File: config.mk
export PLATFORM = sky130hd
export DESIGN_NAME = regfile_alu_flat
export DESIGN_NICKNAME = d
export VERILOG_FILES = /design/src/rtl/regfile_alu_if.sv /design/src/rtl/regfile_alu.sv /design/src/flat_wrapper.sv
export SDC_FILE = /design/constraint.sdc
export NUM_CORES = 1
export LEC_CHECK = 0
export BUFFER_PORTS_ARGS = -buffer_cell sky130_fd_sc_hd__clkbuf_2
export CAP_MARGIN = 0
export CORE_AREA = 2 2 54 56
export DETAILED_ROUTE_END_ITERATION = 12
export DIE_AREA = 0 0 56 58
export HOLD_SLACK_MARGIN = 0.15
export MAX_ROUTING_LAYER = met4
export PLACE_DENSITY_LB_ADDON = 0.15
export SYNTH_ARGS = -nofsm -noshare
export SYNTH_HDL_FRONTEND = slang
export SYNTH_SLANG_ARGS = --single-unit
File: constraint.sdc
create_clock -name clk -period 1.1 [get_ports clk]
set_input_delay 0.22 -clock clk [delete_from_list [all_inputs] [get_ports clk]]
set_output_delay 0.22 -clock clk [all_outputs]
set_load 0.01 [all_outputs]
File: src/rtl/regfile_alu_if.sv
// Bundles the instruction-side controls, the external input and the
// register outputs of regfile_alu into one interface. The control unit
// (or a testbench) uses the master view; the datapath uses the slave view.
interface regfile_alu_if;
  logic [3:0] sel_y;
  logic [3:0] imm;
  logic [3:0] ld;
  logic       ld_pc_cond;
  logic       stall;
  logic [3:0] in_port;
  logic [3:0] reg_a;
  logic [3:0] reg_b;
  logic [3:0] in_sync;
  logic [3:0] out_port;
  logic [3:0] pc;
  logic       carry;

  modport master (
    output sel_y, imm, ld, ld_pc_cond, stall, in_port,
    input  reg_a, reg_b, in_sync, out_port, pc, carry
  );

  modport slave (
    input  sel_y, imm, ld, ld_pc_cond, stall, in_port,
    output reg_a, reg_b, in_sync, out_port, pc, carry
  );
endinterface

File: src/rtl/regfile_alu.sv
// Register file plus 4-bit adder of a tiny accumulator CPU. Each executed
// cycle adds the selector operand to the immediate, writes the sum into
// the registers chosen by ld, updates carry and advances or loads the PC.
// Every output comes straight from a flop, so there is no input-to-output
// combinational path and any feedback through the selector goes via the
// registers only.
module regfile_alu (
  input  logic           clk,
  input  logic           rst_n,
  regfile_alu_if.slave   bus
);

  logic [3:0] reg_a_q;
  logic [3:0] reg_b_q;
  logic [3:0] out_q;
  logic [3:0] pc_q;
  logic       carry_q;
  logic [3:0] sync1_q;
  logic [3:0] sync2_q;

  logic [4:0] sum;
  logic [3:0] result;
  logic       cout;
  logic       pc_take;

  // Adder and jump decision; the jnc test uses the carry held before this edge.
  always_comb begin
    sum     = {1'b0, bus.sel_y} + {1'b0, bus.imm};
    result  = sum[3:0];
    cout    = sum[4];
    pc_take = bus.ld[3] && (!bus.ld_pc_cond || !carry_q);
  end

  // Architectural state: frozen while stalled, otherwise one instruction per edge.
  always_ff @(posedge clk or negedge rst_n) begin
    if (!rst_n) begin
      reg_a_q <= 4'h0;
      reg_b_q <= 4'h0;
      out_q   <= 4'h0;
      pc_q    <= 4'h0;
      carry_q <= 1'b0;
    end else if (!bus.stall) begin
      if (bus.ld[0]) reg_a_q <= result;
      if (bus.ld[1]) reg_b_q <= result;
      if (bus.ld[2]) out_q   <= result;
      carry_q <= cout;
      pc_q    <= pc_take ? result : pc_q + 4'd1;
    end
  end

  // Two-flop synchroniser for the external input; runs even during stalls.
  always_ff @(posedge clk or negedge rst_n) begin
    if (!rst_n) begin
      sync1_q <= 4'h0;
      sync2_q <= 4'h0;
    end else begin
      sync1_q <= bus.in_port;
      sync2_q <= sync1_q;
    end
  end

  assign bus.reg_a    = reg_a_q;
  assign bus.reg_b    = reg_b_q;
  assign bus.out_port = out_q;
  assign bus.pc       = pc_q;
  assign bus.carry    = carry_q;
  assign bus.in_sync  = sync2_q;

endmodule

File: src/flat_wrapper.sv
// flat-port wrapper written by rule: the top's interface ports become plain ports
module regfile_alu_flat 
  (clk, rst_n, bus_sel_y, bus_imm, bus_ld, bus_ld_pc_cond, bus_stall, bus_in_port, bus_reg_a, bus_reg_b, bus_in_sync, bus_out_port, bus_pc, bus_carry);
  regfile_alu_if bus_i ();
  input  logic clk;
  input  logic rst_n;
  input wire logic [$bits(bus_i.sel_y)-1:0] bus_sel_y;
  input wire logic [$bits(bus_i.imm)-1:0] bus_imm;
  input wire logic [$bits(bus_i.ld)-1:0] bus_ld;
  input wire logic [$bits(bus_i.ld_pc_cond)-1:0] bus_ld_pc_cond;
  input wire logic [$bits(bus_i.stall)-1:0] bus_stall;
  input wire logic [$bits(bus_i.in_port)-1:0] bus_in_port;
  output wire logic [$bits(bus_i.reg_a)-1:0] bus_reg_a;
  output wire logic [$bits(bus_i.reg_b)-1:0] bus_reg_b;
  output wire logic [$bits(bus_i.in_sync)-1:0] bus_in_sync;
  output wire logic [$bits(bus_i.out_port)-1:0] bus_out_port;
  output wire logic [$bits(bus_i.pc)-1:0] bus_pc;
  output wire logic [$bits(bus_i.carry)-1:0] bus_carry;
  assign bus_i.sel_y = bus_sel_y;
  assign bus_i.imm = bus_imm;
  assign bus_i.ld = bus_ld;
  assign bus_i.ld_pc_cond = bus_ld_pc_cond;
  assign bus_i.stall = bus_stall;
  assign bus_i.in_port = bus_in_port;
  assign bus_reg_a = bus_i.reg_a;
  assign bus_reg_b = bus_i.reg_b;
  assign bus_in_sync = bus_i.in_sync;
  assign bus_out_port = bus_i.out_port;
  assign bus_pc = bus_i.pc;
  assign bus_carry = bus_i.carry;
  regfile_alu u_core (.clk(clk), .rst_n(rst_n), .bus(bus_i));
endmodule
# After elaboration in Yosys (flattened, before gate mapping)
# Index checks and enable logic that the tools add are counted.
[totals]
ff_bits = 25
input_bits = 20
output_inout_bits = 21
wordCells = 18
[op_classes]
addsub = 2
n_mux = 1
n_bitwise = 1
reduce_logical = 7
[op_table]
columns = ["op", "n"]
rows = [
  ["$reduce_and A2 Y1", 3],
  ["$add A4 B4 Y5", 1],
  ["$add A4 B1 Y4 const B", 1],
  ["$mux W4", 1],
  ["$logic_not A1 Y1", 2],
  ["$logic_and A1 B1 Y1", 1],
  ["$logic_or A1 B1 Y1", 1],
  ["$not A1 Y1", 1],
]

# Depth between registers and ports, before layout
# Gate-level depths: netlist of run 1.
[logic_depth]
ltp_word = 4
ltp_mapped = 6
mapped_depth_nobuf = 6

# Worst setup path before layout of run 1
# Ideal clock, no wire load.
[synth_path]
path_type = "input -> register"
from = "input bus_imm[0]"
to = "register u_core.pc_q[2], in the netlist u_core.bus.pc[2]"
setup_ns = 0.104
arrival_ns = 1.203
required_time_ns = 0.996
setup_slack_ns = -0.206
stages = 5
path_buffers = 0
cell_sequence = "ha_1 inv_1 fa_1 xor2_1 a221oi_1"
[synth_between]
elab_chain_cells = 2
[synth_rtl]
columns = ["item", "line_no", "text"]
rows = [
  ["from (decl)", "flat_wrapper.sv:8", "input wire logic [$bits(bus_i.imm)-1:0] bus_imm;"],
  ["$add A4 B4 Y5", "regfile_alu.sv:28", "sum = {1'b0, bus.sel_y} + {1'b0, bus.imm};"],
  ["$mux W4", "regfile_alu.sv:47", "pc_q <= pc_take ? result : pc_q + 4'd1;"],
  ["to (signal assigned)", "regfile_alu.sv:47", ""],
  ["to (decl)", "regfile_alu.sv:16", "logic [3:0] pc_q;"],
]
# Every way passes these cells.
# A chain may end at the register's enable or synchronous reset.

# Worst setup path after layout of run 1
[layout_path]
from = "register u_core.carry_q, in the netlist u_core.bus.carry"
to = "output bus_carry"
[layout_lines]
columns = ["item", "line_no", "text"]
rows = [
  ["from (decl)", "regfile_alu.sv:17", "logic carry_q;"],
  ["from (signal assigned)", "regfile_alu.sv:46", "carry_q <= cout;"],
  ["to (decl)", "flat_wrapper.sv:18", "output wire logic [$bits(bus_i.carry)-1:0] bus_carry;"],
]
# No word-level cell between the ends.

==> results of run 1 <==
## worst paths after layout
kind	from	end
setup / recovery	u_core.bus.carry	bus_carry
hold / removal	bus_ld[2]	u_core.bus.out_port[0]
setup reg to reg	u_core.bus.carry	u_core.bus.pc[3]
hold reg to reg	u_core.sync1_q[1]	u_core.bus.in_sync[1]
max in group asynchronous	rst_n	u_core.bus.out_port[3]
min in group asynchronous	rst_n	u_core.bus.reg_b[1]
## per-stage QoR
stage,hold WS (ps),utilization (%)
6_report,217,61.3
5_1_grt,210,61.3
4_1_cts,214,57.9
3_5_place_dp,227,52.8
3_3_place_gp,224,52.8
2_1_floorplan,-75.6,-
## where the power goes
group          internal, µW  switching (µW)  leakage (µW)
combinational           480             408      0.000509
sequential             1070            88.0      0.000297
clock                   139             280     0.0000139
total                  1690             777      0.000820
## area by class of cell
type / count / area (µm²)
Clock inverter: 1 / 7.51
Clock buffer: 3 / 22.5
Fill cell: 252 / 1030
Multi-Input combinational cell: 56 / 480
Timing Repair Buffer: 68 / 443
Tap cell: 31 / 38.8
Sequential cell: 25 / 626
Inverter: 4 / 15.0
## worst reg2reg max path, delay by kind of cell, from the launching register on
kind | cells | cell delay [ps]
AO/OA/AOI/OAI | 2 | 460
flip-flops | 1 | 430
AND/OR/NAND/NOR | 1 | 210
## per-layer routing
| metal | share of wire [%] | vias to the layer above | track usage, % |
|---|---|---|---|
| li1 | - | 436 | - |
| met1 | 45 | 418 | 20.1 |
| met2 | 49 | 24 | 27.1 |
| met3 | 5.3 | 2 | 3.13 |
| met4 | 0.58 | 0 | 6.12 |
| met5 | 0 | - | - |
## what timing repair did
item,4_1_cts,5_1_grt
hold buffers,5,0
setup endpoints to repair,10,22
buffers inserted,4,9
gates resized for setup,6,9
hold endpoints to repair,29,0
pin swaps,0,2
## logic make-up (layout without fill, tap and decap cells)
group / after synthesis / count (layout) / synth area share [%]
and+or+nand+nor: 23 / 23 / 12.5
DFF: 25 / 25 / 58.9
adders and majority gates: 6 / 6 / 7.77
xor gates and xnor gates: 2 / 2 / 2.36
AOI/OAI and AO/OA: 22 / 22 / 13.4
muxes: 3 / 3 / 3.18
buffers and inverters: 5 / 76 / 1.88
## registers in the layout (all words and copies together), names as in the netlist
name	flops
u_core.bus.pc	4
u_core.bus.reg_a	4
u_core.sync1_q	4
u_core.bus.out_port	4
u_core.bus.carry	1
u_core.bus.in_sync	4
u_core.bus.reg_b	4
## cells in the final DEF, fill, tap and decap left out
| cell | n |
|---|---|
| a311oi_1 | 1 |
| a221oi_2 | 2 |
| buf_4 | 21 |
| mux2_1 | 3 |
| buf_2 | 2 |
| inv_2 | 2 |
| clkbuf_2 | 36 |
| a21oi_2 | 1 |
| nand2_1 | 11 |
| a31oi_2 | 1 |
| dfrtp_1 | 25 |
| nor2b_1 | 3 |
| a21oi_1 | 2 |
| o21ai_0 | 7 |
| and4_1 | 1 |
| a21bo_4 | 1 |
| o21a_1 | 1 |
| a21o_1 | 1 |
| nor2_1 | 3 |
| ha_4 | 2 |
| ha_1 | 3 |
| nor3_2 | 1 |
| buf_6 | 4 |
| clkinvlp_4 | 1 |
| nor2_4 | 1 |
| fa_2 | 1 |
| inv_1 | 2 |
| dlygate4sd3_1 | 5 |
| nand2b_4 | 3 |
| xor2_2 | 2 |
| clkbuf_4 | 3 |
| o21ai_1 | 5 |
## cell usage after synthesis (all sizes together)
library cell	count	area share, %
nand2	11	3.9
o21a	1	0.71
buf	1	0.47
fa	1	1.9
a311oi	1	0.82
xor2	2	2.4
a31oi	1	0.59
and4	1	0.82
nor2	4	1.6
a21bo	1	0.94
mux2	3	3.2
a221oi	2	2.2
inv	4	1.4
nor3	1	0.47
dfrtp	25	59
a21o	1	0.71
a21oi	3	1.8
ha	5	5.9
nor2b	3	1.8
o21ai	12	5.7
nand2b	3	3.9
==> impl_metrics.json, run 1 <==
{
  "reg2reg_slack_ps": -70,
  "root_buffer": "clkbuf_4",
  "cts.sink_count": 25,
  "dieWidth_um": 56,
  "critical_path_arrival_ps": 980,
  "cp_slowest_cell": "dfrtp_1",
  "grt_pass1_vias": 895,
  "drc": 0,
  "fin_tns_setup_ps": -313,
  "ys_ff_latch": 25,
  "coreArea_um2": 2660,
  "finalCritPeriodShare_pct": 109,
  "tightestPinTransition_ps": 313,
  "vdd_drop_max_mv": 1.26,
  "stdcell_area_um2": 1630,
  "drive_above_1_share_pct": 53.5,
  "final_max_slew_viol_count": 0,
  "vias": 880,
  "required_ps": 880,
  "io_buffers": 40,
  "fmax_mhz": 836,
  "grt_max_degree": 26,
  "power.leakage_uw": 0.000820,
  "rsz0062_at_grt": "yes",
  "crit_path_start_kind": "flop",
  "wl_per_cell_um": 12.7,
  "gr-total-overflow": 0,
  "slew-limit-headroom_pct": 79.2,
  "die_y_um": 58,
  "hpwl_um": 1740,
  "critPathKind": "reg2out",
  "cts_buffer_depth": 2,
  "min_period_ps": 1200,
  "path_buf_inv": 2,
  "worstSkewPairLatency_ps": 310,
  "cp_common_cell": "buf_6",
  "worst_setup_path_end_kind": "output pin",
  "initial_core_util_pct": 39.9,
  "crit_family": "flip-flops",
  "syn_inst": 86,
  "track_usage_pct": 16.4,
  "syn_avg_cell_area_um2": 12.4,
  "hold_viol_final": 0,
  "wirelength_um": 2400,
  "worstRegToRegCells": 3,
  "min_path_type": "in2reg",
  "ys_types": 27,
  "setup_violations": 5,
  "layout_setup_ws_ps": -96.6,
  "drt-initial-drc-count": 10,
  "crit_fanout": 2,
  "p_total_uw": 2460,
  "placed_cell_area_um2": 1410,
  "syn_nets": 112,
  "final_antenna_net_count": 0,
  "skew_ps": 3.12,
  "grt_pass1_wl_um": 3940,
  "cts_tree": "done",
  "diodes": 0,
  "syn_to_final_growth_pct": 53.7,
  "dp_slack_ps": -422,
  "cts.reportedPaths.clkPinSlew_ps": 140,
  "ioPinCount": 41,
  "final_nets": 184,
  "numCtsBuffers": 3,
  "p_per_area_nw_per_um2": 1510,
  "violations": "setup timing",
  "grt_antenna_before_repair": 0,
  "syn_area_um2": 1060,
  "critical_path_depth": 2,
  "dieArea_um2": 3250,
  "htreeDepth": 1,
  "fin_cells": 188,
  "place.gp.congestion": 0.808,
  "crit_chain": "buf_6 -> buf_6",
  "status": "finished with violations",
  "ys_warn_count": 0,
  "min_delay_path_depth": 3,
  "ys_seq_area_share_pct": 58.9,
  "maxCapViolations": 0,
  "drtPass1Iterations": 4,
  "via_per_inst": 4.68,
  "dp.cells": 167,
  "cpPeakStageDelay_ps": 430,
  "rows": 19
}
(Power assumes the default switching activity.)
==> inputs of run 2 (changes only) <==
--- a/config.mk
+++ b/config.mk
@@ -13,6 +13,7 @@
 export HOLD_SLACK_MARGIN = 0.15
 export MAX_ROUTING_LAYER = met4
 export PLACE_DENSITY_LB_ADDON = 0.15
+export SKIP_LAST_GASP = 1
 export SYNTH_ARGS = -nofsm -noshare
 export SYNTH_HDL_FRONTEND = slang
 export SYNTH_SLANG_ARGS = --single-unit
==> run 2 against run 1 <==
The run still ends with setup timing left. Critical endpoint unchanged. Critical path depth is the same. Highest routed layer unchanged. Maximum frequency is the same. Combinational power is essentially flat. Worst hold slack is essentially flat. Clock-buffer cell count is the same.
==> impl_metrics.json, run 2 (same netlist as run 1, synthesis figures left out) <==
{
  "dp.cells": 167,
  "grt_antenna_before_repair": 0,
  "p_total_uw": 2460,
  "final_nets": 184,
  "coreArea_um2": 2660,
  "layout_common_cells": "clkbuf_2 (37), dfrtp_1 (25), buf_4 (21)",
  "grt_max_degree": 26,
  "vias": 880,
  "maxCapViolations": 0,
  "vdd_drop_max_mv": 1.26,
  "worstSkewPairLatency_ps": 310,
  "place.gp.congestion": 0.808,
  "hpwl_um": 1740,
  "gr-total-overflow": 0,
  "ioPinCount": 41,
  "cts_buffer_depth": 2,
  "min_period_ps": 1200,
  "crit_chain": "buf_6 -> buf_6",
  "tightestPinTransition_ps": 313,
  "cts_tree": "done",
  "slew-limit-headroom_pct": 79.2,
  "critical_path_arrival_ps": 980,
  "stdcell_area_um2": 1630,
  "root_buffer": "clkbuf_4",
  "final_max_slew_viol_count": 0,
  "crit_path_start_kind": "flop",
  "initial_core_util_pct": 39.9,
  "drtPass1Iterations": 4,
  "dieWidth_um": 56,
  "rows": 19,
  "cts.reportedPaths.clkPinSlew_ps": 140,
  "io_buffers": 40,
  "grt_pass1_vias": 895,
  "fin_cells": 188,
  "via_per_inst": 4.68,
  "cpPeakStageDelay_ps": 430,
  "required_ps": 880,
  "fmax_mhz": 836,
  "cts.sink_count": 25,
  "track_usage_pct": 16.4,
  "hold_viol_final": 0,
  "cp_slowest_cell": "dfrtp_1",
  "p_per_area_nw_per_um2": 1510,
  "fin_tns_setup_ps": -302,
  "drt-initial-drc-count": 10,
  "violations": "setup timing",
  "crit_fanout": 2,
  "wl_per_cell_um": 12.7,
  "grt_pass1_wl_um": 3940,
  "cp_common_cell": "buf_6",
  "numCtsBuffers": 3,
  "setup_violations": 5,
  "dieArea_um2": 3250,
  "drive_above_1_share_pct": 53.5,
  "die_y_um": 58,
  "wirelength_um": 2400,
  "status": "finished with violations",
  "min_path_type": "in2reg",
  "final_common_cell": "clkbuf_2",
  "rsz0062_at_grt": "yes",
  "skew_ps": 3.12,
  "final_antenna_net_count": 0,
  "drc": 0,
  "syn_to_final_growth_pct": 53.7,
  "placed_cell_area_um2": 1410,
  "layout_setup_ws_ps": -96.6,
  "worst_setup_path_end_kind": "output pin",
  "critPathKind": "reg2out",
  "diodes": 0,
  "power.leakage_uw": 0.000820,
  "finalCritPeriodShare_pct": 109,
  "htreeDepth": 1,
  "final_util_pct": 61.3
}
[run 2: changes by cell type in the layout (fill, tap and decap cells not counted), sizes merged]
cell / previous run / this run
clkbuf: 39 / 40
buf: 27 / 26
[run 2: layout make-up]
type / instances / area [µm²]
clock buffer: 3 / 22.5
clock inverter: 1 / 7.51
fill: 252 / 1030
inverter: 4 / 15.0
multi-input combinational: 56 / 480
sequential: 25 / 626
tap: 31 / 38.8
timing repair buffer: 68 / 443
[run 2: what timing repair did]
item,CTS,global route
resized for setup,6,8
hold buffers,5,0
pin swaps,0,2
hold endpoints to repair,29,0
endpoints found under the setup margin,10,22
buffers inserted,4,9
[run 2: path summary, 6_finish.rpt]
path / from / end / slack [ps] / depth (start not counted)
worst min-delay path: bus_ld[2] / u_core.bus.out_port[0] / 220 / 3
worst max-delay path: u_core.bus.carry / bus_carry / -100 / 2
max in group asynchronous: rst_n / u_core.bus.out_port[3] / 460 / 3
worst max register to register: u_core.bus.carry / u_core.bus.pc[3] / -70 / 3
worst min register to register: u_core.sync1_q[1] / u_core.bus.in_sync[1] / 370 / 0
min in group asynchronous: rst_n / u_core.bus.reg_b[1] / 400 / 3
[run 2: routing by layer]
metal  global-route usage (%)  part of all wire (%)
met5                        -                     0
met4                     6.12                  0.58
met3                     3.13                   5.3
met2                     27.1                    49
met1                     20.1                    45
[run 2: through the flow]
| stage | hold WS [ps] | setup slack (ps) |
|---|---|---|
| 5_1_grt | 210 | -157 |
| 3_3_place_gp | 224 | -390 |
| 3_5_place_dp | 227 | -422 |
| 4_1_cts | 214 | -108 |
| 6_report | 217 | -96.6 |
| 2_1_floorplan | -75.6 | -137 |
[run 2: where the power goes]
part | switching [µW] | total (µW) | internal (µW) | leakage, µW
clock network | 280 | 419 | 139 | 0.0000139
registers | 88.2 | 1160 | 1070 | 0.000297
logic | 408 | 889 | 480 | 0.000508
[run 2: critical path, delay by kind of cell (launching register included)]
| kind | cells | cell delay (ps) |
|---|---|---|
| DFF | 1 | 430 |
| buffers and inverters | 2 | 240 |
